File: config.mk
export PLATFORM = sky130hd
export DESIGN_NAME = rv_regfile_sb_flat
export DESIGN_NICKNAME = d
export VERILOG_FILES = /design/src/rtl/rv_regfile_sb_pkg.sv /design/src/rtl/rv_regfile_sb_if.sv /design/src/rtl/rv_regfile_sb_scoreboard.sv /design/src/rtl/rv_regfile_sb.sv /design/src/flat_wrapper.sv
export SDC_FILE = /design/constraint.sdc
export NUM_CORES = 2
export LEC_CHECK = 0
export CAP_MARGIN = 25
export CORE_MARGIN = 5
export CORE_UTILIZATION = 39
export DETAILED_ROUTE_END_ITERATION = 8
export SYNTH_ARGS = -nofsm -noshare
export SYNTH_HDL_FRONTEND = slang
export SYNTH_SLANG_ARGS = --single-unit
File: constraint.sdc
create_clock -name CLK -period 14.4 [get_ports CLK]
set_input_delay 2.16 -clock CLK [delete_from_list [all_inputs] [get_ports CLK]]
set_output_delay 2.16 -clock CLK [all_outputs]
set_load 0.02 [all_outputs]
File: src/rtl/rv_regfile_sb_pkg.sv
`default_nettype none
// ============================================================================
// Module  : rv_regfile_sb_pkg
// Purpose : Shared constants and helpers for the integer register file with
//           scoreboard: default data width, register address width, ABI
//           register indices and a population-count function.
// Ports   : none (package)
// Revision: 1.0 - initial release
// ============================================================================
package rv_regfile_sb_pkg;

    localparam int XLEN_DEFAULT = 32;
    localparam int REG_AW       = 5;

    // ABI register indices
    localparam logic [REG_AW-1:0] REG_ZERO = 5'd0;
    localparam logic [REG_AW-1:0] REG_RA   = 5'd1;
    localparam logic [REG_AW-1:0] REG_SP   = 5'd2;

    // Number of set bits in a vector of up to 64 bits (zero-extend narrower ones).
    function automatic int unsigned popcount(input logic [63:0] v);
        int unsigned n;
        n = 0;
        for (int i = 0; i < 64; i++) begin
            n += 32'(v[i]);
        end
        return n;
    endfunction

endpackage
`default_nettype wire

File: src/rtl/rv_regfile_sb_if.sv
`default_nettype none
// ============================================================================
// Module  : rv_regfile_sb_if
// Purpose : Bundle of the decode/writeback signals seen by the register file.
//           master = pipeline side (decode + writeback), slave = register file.
// Ports   : RA1/RA2 read addresses, RD1/RD2 read data, WE/WADDR/WDATA
//           writeback, ISSUE_VAL/USE_RS1/USE_RS2/ISSUE_RD issue request,
//           ISSUE_RDY issue accept, FLUSH, BUSY_CNT, WB_ORPHAN.
// Revision: 1.0 - initial release
// ============================================================================
interface rv_regfile_sb_if
    import rv_regfile_sb_pkg::*;
#(
    parameter int XLEN = XLEN_DEFAULT,
    parameter int NREG = 32
);
    localparam int AW = $clog2(NREG);

    logic [AW-1:0]   RA1;
    logic [AW-1:0]   RA2;
    logic [XLEN-1:0] RD1;
    logic [XLEN-1:0] RD2;
    logic            WE;
    logic [AW-1:0]   WADDR;
    logic [XLEN-1:0] WDATA;
    logic            ISSUE_VAL;
    logic            USE_RS1;
    logic            USE_RS2;
    logic [AW-1:0]   ISSUE_RD;
    logic            ISSUE_RDY;
    logic            FLUSH;
    logic [AW:0]     BUSY_CNT;
    logic            WB_ORPHAN;

    modport master (
        output RA1, RA2, WE, WADDR, WDATA, ISSUE_VAL, USE_RS1, USE_RS2,
               ISSUE_RD, FLUSH,
        input  RD1, RD2, ISSUE_RDY, BUSY_CNT, WB_ORPHAN
    );

    modport slave (
        input  RA1, RA2, WE, WADDR, WDATA, ISSUE_VAL, USE_RS1, USE_RS2,
               ISSUE_RD, FLUSH,
        output RD1, RD2, ISSUE_RDY, BUSY_CNT, WB_ORPHAN
    );

endinterface
`default_nettype wire

File: src/rtl/rv_regfile_sb_scoreboard.sv
`default_nettype none
// ============================================================================
// Module  : rv_regfile_sb_scoreboard
// Purpose : Per-register busy tracking. Stalls issue on RAW/WAW hazards,
//           keeps a registered count of busy registers and a sticky flag
//           for writebacks that hit a register nobody was waiting on.
// Ports   : CLK, RST (async active-low); ra1/ra2/use_rs1/use_rs2/issue_val/
//           issue_rd issue request; we/waddr writeback; flush;
//           issue_rdy, busy_cnt, wb_orphan outputs.
// Revision: 1.0 - initial release
// ============================================================================
module rv_regfile_sb_scoreboard
    import rv_regfile_sb_pkg::*;
#(
    parameter int NREG   = 32,
    parameter int AW     = $clog2(NREG),
    parameter bit BYPASS = 1'b1
)(
    input  logic          CLK,
    input  logic          RST,
    input  logic [AW-1:0] ra1,
    input  logic [AW-1:0] ra2,
    input  logic          use_rs1,
    input  logic          use_rs2,
    input  logic          issue_val,
    input  logic [AW-1:0] issue_rd,
    input  logic          flush,
    input  logic          we,
    input  logic [AW-1:0] waddr,
    output logic          issue_rdy,
    output logic [AW:0]   busy_cnt,
    output logic          wb_orphan
);

    logic [NREG-1:0] busy_q, busy_d;
    logic [AW:0]     busy_cnt_q, busy_cnt_d;
    logic            wb_orphan_q, wb_orphan_d;

    logic [NREG-1:0] wb_onehot;
    logic [NREG-1:0] pend_vec;
    logic            wb_valid;
    logic            rd_valid;
    logic            rs1_pend, rs2_pend, rd_pend;
    logic            hazard;
    logic            accept;

    // x0 and addresses beyond NREG never take part in tracking.
    function automatic logic addr_ok(input logic [AW-1:0] a);
        return (a != '0) && (int'(a) < NREG);
    endfunction

    assign wb_valid = we && addr_ok(waddr);
    assign rd_valid = addr_ok(issue_rd);

    always_comb begin
        wb_onehot = '0;
        if (wb_valid) begin
            wb_onehot[waddr] = 1'b1;
        end
    end

    // With forwarding, a register being written back this cycle is already
    // resolved for anyone reading it now.
    assign pend_vec = BYPASS ? (busy_q & ~wb_onehot) : busy_q;

    assign rs1_pend = addr_ok(ra1)      && pend_vec[ra1];
    assign rs2_pend = addr_ok(ra2)      && pend_vec[ra2];
    assign rd_pend  = rd_valid          && pend_vec[issue_rd];

    assign hazard    = (use_rs1 && rs1_pend) || (use_rs2 && rs2_pend) || rd_pend;
    assign accept    = issue_val && !hazard && !flush;
    assign issue_rdy = accept;

    always_comb begin
        busy_d      = busy_q;
        wb_orphan_d = wb_orphan_q;
        if (flush) begin
            busy_d      = '0;
            wb_orphan_d = 1'b0;
        end else begin
            if (wb_valid) begin
                busy_d[waddr] = 1'b0;
                if (!busy_q[waddr]) begin
                    wb_orphan_d = 1'b1;
                end
            end
            // Applied after the clear so a new producer wins over the
            // retiring one on the same register.
            if (accept && rd_valid) begin
                busy_d[issue_rd] = 1'b1;
            end
        end
        busy_cnt_d = (AW+1)'(popcount(64'(busy_d)));
    end

    always_ff @(posedge CLK or negedge RST) begin
        if (!RST) begin
            busy_q      <= '0;
            busy_cnt_q  <= '0;
            wb_orphan_q <= 1'b0;
        end else begin
            busy_q      <= busy_d;
            busy_cnt_q  <= busy_cnt_d;
            wb_orphan_q <= wb_orphan_d;
        end
    end

    assign busy_cnt  = busy_cnt_q;
    assign wb_orphan = wb_orphan_q;

endmodule
`default_nettype wire

File: src/rtl/rv_regfile_sb.sv
`default_nettype none
// ============================================================================
// Module  : rv_regfile_sb
// Purpose : Integer register file for the pipelined RV32I/RV64I core with two
//           asynchronous read ports, one synchronous write port, x0 tied to
//           zero, optional writeback-to-read forwarding and a busy scoreboard.
// Ports   : CLK       - clock, rising edge
//           RST       - asynchronous active-low reset
//           bus       - rv_regfile_sb_if.slave: read ports, writeback,
//                       issue handshake, FLUSH, BUSY_CNT, WB_ORPHAN
// Revision: 1.0 - initial release
// ============================================================================
module rv_regfile_sb
    import rv_regfile_sb_pkg::*;
#(
    parameter int XLEN   = XLEN_DEFAULT,
    parameter int NREG   = 32,
    parameter int AW     = $clog2(NREG),
    parameter bit BYPASS = 1'b1
)(
    input  logic           CLK,
    input  logic           RST,
    rv_regfile_sb_if.slave bus
);

    logic [XLEN-1:0] regs_q [NREG];
    logic [XLEN-1:0] regs_d [NREG];
    logic            wb_valid;

    assign wb_valid = bus.WE && (bus.WADDR != '0) && (int'(bus.WADDR) < NREG);

    always_comb begin
        regs_d = regs_q;
        if (wb_valid) begin
            regs_d[bus.WADDR] = bus.WDATA;
        end
    end

    always_ff @(posedge CLK or negedge RST) begin
        if (!RST) begin
            for (int i = 0; i < NREG; i++) begin
                regs_q[i] <= '0;
            end
        end else begin
            regs_q <= regs_d;
        end
    end

    // Read ports: x0 and out-of-range reads give zero; forwarding only for a
    // real (non-x0, in-range) writeback.
    for (genvar p = 0; p < 2; p++) begin : g_rd_port
        logic [AW-1:0]   addr;
        logic            in_range;
        logic [XLEN-1:0] rd_data;

        assign addr     = (p == 0) ? bus.RA1 : bus.RA2;
        assign in_range = (addr != '0) && (int'(addr) < NREG);

        always_comb begin
            rd_data = '0;
            if (in_range) begin
                if (BYPASS && wb_valid && (bus.WADDR == addr)) begin
                    rd_data = bus.WDATA;
                end else begin
                    rd_data = regs_q[addr];
                end
            end
        end
    end

    assign bus.RD1 = g_rd_port[0].rd_data;
    assign bus.RD2 = g_rd_port[1].rd_data;

    rv_regfile_sb_scoreboard #(
        .NREG   (NREG),
        .AW     (AW),
        .BYPASS (BYPASS)
    ) u_scoreboard (
        .CLK       (CLK),
        .RST       (RST),
        .ra1       (bus.RA1),
        .ra2       (bus.RA2),
        .use_rs1   (bus.USE_RS1),
        .use_rs2   (bus.USE_RS2),
        .issue_val (bus.ISSUE_VAL),
        .issue_rd  (bus.ISSUE_RD),
        .flush     (bus.FLUSH),
        .we        (bus.WE),
        .waddr     (bus.WADDR),
        .issue_rdy (bus.ISSUE_RDY),
        .busy_cnt  (bus.BUSY_CNT),
        .wb_orphan (bus.WB_ORPHAN)
    );

endmodule
`default_nettype wire

File: src/flat_wrapper.sv
// flat-port wrapper written by rule: the top's interface ports become plain ports
module rv_regfile_sb_flat import rv_regfile_sb_pkg::*;
#(
    parameter int XLEN   = XLEN_DEFAULT,
    parameter int NREG   = 32,
    parameter int AW     = $clog2(NREG),
    parameter bit BYPASS = 1'b1
)
  (CLK, RST, bus_RA1, bus_RA2, bus_WE, bus_WADDR, bus_WDATA, bus_ISSUE_VAL, bus_USE_RS1, bus_USE_RS2, bus_ISSUE_RD, bus_FLUSH, bus_RD1, bus_RD2, bus_ISSUE_RDY, bus_BUSY_CNT, bus_WB_ORPHAN);
  rv_regfile_sb_if #(.XLEN(XLEN), .NREG(NREG)) bus_i ();
  input  logic CLK;
  input  logic RST;
  input wire logic [$bits(bus_i.RA1)-1:0] bus_RA1;
  input wire logic [$bits(bus_i.RA2)-1:0] bus_RA2;
  input wire logic [$bits(bus_i.WE)-1:0] bus_WE;
  input wire logic [$bits(bus_i.WADDR)-1:0] bus_WADDR;
  input wire logic [$bits(bus_i.WDATA)-1:0] bus_WDATA;
  input wire logic [$bits(bus_i.ISSUE_VAL)-1:0] bus_ISSUE_VAL;
  input wire logic [$bits(bus_i.USE_RS1)-1:0] bus_USE_RS1;
  input wire logic [$bits(bus_i.USE_RS2)-1:0] bus_USE_RS2;
  input wire logic [$bits(bus_i.ISSUE_RD)-1:0] bus_ISSUE_RD;
  input wire logic [$bits(bus_i.FLUSH)-1:0] bus_FLUSH;
  output wire logic [$bits(bus_i.RD1)-1:0] bus_RD1;
  output wire logic [$bits(bus_i.RD2)-1:0] bus_RD2;
  output wire logic [$bits(bus_i.ISSUE_RDY)-1:0] bus_ISSUE_RDY;
  output wire logic [$bits(bus_i.BUSY_CNT)-1:0] bus_BUSY_CNT;
  output wire logic [$bits(bus_i.WB_ORPHAN)-1:0] bus_WB_ORPHAN;
  assign bus_i.RA1 = bus_RA1;
  assign bus_i.RA2 = bus_RA2;
  assign bus_i.WE = bus_WE;
  assign bus_i.WADDR = bus_WADDR;
  assign bus_i.WDATA = bus_WDATA;
  assign bus_i.ISSUE_VAL = bus_ISSUE_VAL;
  assign bus_i.USE_RS1 = bus_USE_RS1;
  assign bus_i.USE_RS2 = bus_USE_RS2;
  assign bus_i.ISSUE_RD = bus_ISSUE_RD;
  assign bus_i.FLUSH = bus_FLUSH;
  assign bus_RD1 = bus_i.RD1;
  assign bus_RD2 = bus_i.RD2;
  assign bus_ISSUE_RDY = bus_i.ISSUE_RDY;
  assign bus_BUSY_CNT = bus_i.BUSY_CNT;
  assign bus_WB_ORPHAN = bus_i.WB_ORPHAN;
  rv_regfile_sb #(.XLEN(XLEN), .NREG(NREG), .AW(AW), .BYPASS(BYPASS)) u_core (.CLK(CLK), .RST(RST), .bus(bus_i));
endmodule
==> metrics <==
final instance area approximately 66000 um^2; Adder-Cell Fraction of Synth Area less than 1%; Final WS setup approximately 4100 ps; Critical path buffers and inverters 7; largest family of logic cells by synthesized area multiplexers; Critical Path Source Type input port; slowest CP cell clkdlybuf4s50_1; Die Y 397.1 um; post-CTS resize count 0; PwrDens about 140 nW/um^2; kind of critical path input port to flop; RSZ-0062 raised after global routing no; Final Wtd Congestion between 0.8 and 0.9; Tot Pwr roughly 9 mW; via count roughly 36000; Synth Flop Type dfrtp_1; Setup crit end kind flop; number of synthesized flops with an enable pin 0; Area growth, synth to finish 13.14%; Simple-Gate Fraction of Synth Area under 10%; period utilization a little under three quarters; async set-reset flop share out of synthesis 100.0%; vias in the first global route approximately 37000; # H-tree levels 3; Post-Syn Nets about 3800; Die ar. roughly 160000 um^2; Yosys warning total 0; Congestion Overflow GR 0; clk buf depth 3; Cells after Synth between 3000 and 4000; setup repair bufs after CTS 0; Syn Area/Cell roughly 16 um^2; std cell rows 142; CTS Hold Bufs 0; Slew Viols, Final 0; CP most frequent cell fa_1; leak pwr approximately 28 nW; Detailed Route WL ~180000 um; worst-path fanout max 34; Slew @ Worst Pin 1165 ps; #FFs+latches synth between 1000 and 1500; Hold WS between 300 and 400 ps; drt initial violations between 3000 and 4000; # IOs ~130; xor/xnor share of the synthesized area less than 1%; Final TNS setup 0 ps; pin count of the biggest net entering global routing 162; CTS tree yes; Reg clk slew, reported paths about 60 ps; Clock Skews between 20 and 30 ps; First-pass DRT Iterations 5; fmax 0.09743 GHz; Cells after DPL about 5500; drt wl/cell roughly 32 um; type of the tightest min-delay check flop to flop; Unique masters post-synth between 70 and 80; initial antenna violation count 4; layout cells sized above 1 53.41%; Initial Utilization around 39%; minimum clock period roughly 10000 ps; outcome finished, final reports clean; Die W around 400 um; Skew-Pair Late Insertion Delay 740 ps; Sink Count 1063; Final Hold Fails 0; Setup WS pre-CTS roughly 3500 ps; setup violators final 0; Top delay family on crit path adder cells; residual DRC count 0; commonest non-fill, non-tap cell in the layout dfrtp_1; Max Cap Viol 0; DPL Wire Length 99340 um; Total GRT Usage a little under a quarter; root buf cell clkbuf_16; floorplan core area 149400 um^2; Post-DRT Antenna Nets 0; compound-cell area share of the yosys netlist roughly 2.7%; Max-slew headroom 22.35%; post-layout util roughly 44%; Filler Cells Inserted 13121; Nets around 3700; Worst Path Arrival roughly 11000 ps; Port Buffers 130; Critical Path Max Stage Delay 1130 ps; Peak VDD IR between 0.1 and 0.15 mV; commonest non-fill, non-tap cells in the layout dfrtp_1 (1063), mux2_2 (992), mux4_2 (651); post-route insts no fill 5759; first-pass GRT wire length 271400 um; placed cell area a little over 60000 um^2; sequential fraction of the synthesis area between 40 and 50%; synthesized area 58430 um^2; post-synthesis mux area share between 40% and 50%; Worst EP required ~15000 ps; Vias per Instance roughly 6.3; CTS buffer count roughly 120
==> synthesized netlist by cell type (all sizes together) (10+ instances only) <==
| master | instances | area share (%) |
|---|---|---|
| fa | 24 | 0.82 |
| o22ai | 10 | 0.11 |
| mux4 | 651 | 25 |
| mux2i | 77 | 1.3 |
| o32a | 11 | 0.19 |
| nor2b | 13 | 0.14 |
| buf | 111 | 0.82 |
| o32ai | 23 | 0.37 |
| o21ai | 37 | 0.32 |
| a21oi | 11 | 0.094 |
| mux2 | 993 | 19 |
| inv | 26 | 0.17 |
| nand3 | 15 | 0.14 |
| a211oi | 68 | 0.87 |
| clkbuf | 323 | 2.1 |
| dfrtp | 1063 | 46 |
| nor2 | 103 | 0.66 |
| nand2 | 47 | 0.30 |
==> per-layer routing <==
layer | track usage (%) | wire, um
met1 | 33.64 | 80000
met2 | 36.79 | 86340
met3 | 3.483 | 10620
met4 | 6.829 | 5247
met5 | 0 | 0
==> kinds of logic after synthesis <==
group                    count (synthesis)
flip-flops                            1063
AO/OA/AOI/OAI                          210
multiplexers                          1721
AND/OR/NAND/NOR                        231
XOR/XNOR                                14
adder cells (fa/ha/maj)                 31
buffers and inverters                  463
==> area by class of cell <==
class / instances / area (um^2) / share of cell area (%)
antenna: 2 / 5.005 / 0.007570
clock buffer: 173 / 3482 / 5.267
clock inverter: 40 / 495.5 / 0.7495
inverter: 29 / 118.9 / 0.1798
multi-input combinational: 2207 / 30300 / 45.83
sequential: 1063 / 26600 / 40.24
tap: 2016 / 2522 / 3.816
timing repair buffer: 229 / 2585 / 3.910
==> sequential cells by signal, summed over array words and instances, names as in the netlist <==
signal / cells
u_core.u_scoreboard.busy_cnt: 6
u_core.u_scoreboard.wb_orphan: 1
u_core.regs_q: 1024
u_core.u_scoreboard.busy_q: 32
==> report_power, final <==
part,switching (mW),internal (mW),leakage [nW]
clock,1.27,1.84,1.95
sequential,0.388,3.54,13.7
combinational,0.774,1.21,11.9
total,2.43,6.59,27.5
==> path summary, 6_finish.rpt <==
kind | from | end | slack [ps] | cells past startpoint
min in group asynchronous | RST | u_core.regs_q[279] | 1450 | 1
worst min-delay path | u_core.regs_q[1007] | u_core.regs_q[1007] | 400 | 0
worst max register to register | u_core.u_scoreboard.busy_q[16] | u_core.u_scoreboard.busy_cnt[4] | 7500 | 23
worst max-delay path | bus_WADDR[4] | u_core.u_scoreboard.busy_cnt[4] | 4140 | 26
max in group asynchronous | RST | u_core.u_scoreboard.busy_cnt[3] | 9860 | 4
worst min register to register | u_core.regs_q[1007] | u_core.regs_q[1007] | 400 | 0
No activity file was read; power rests on OpenSTA's default activity.
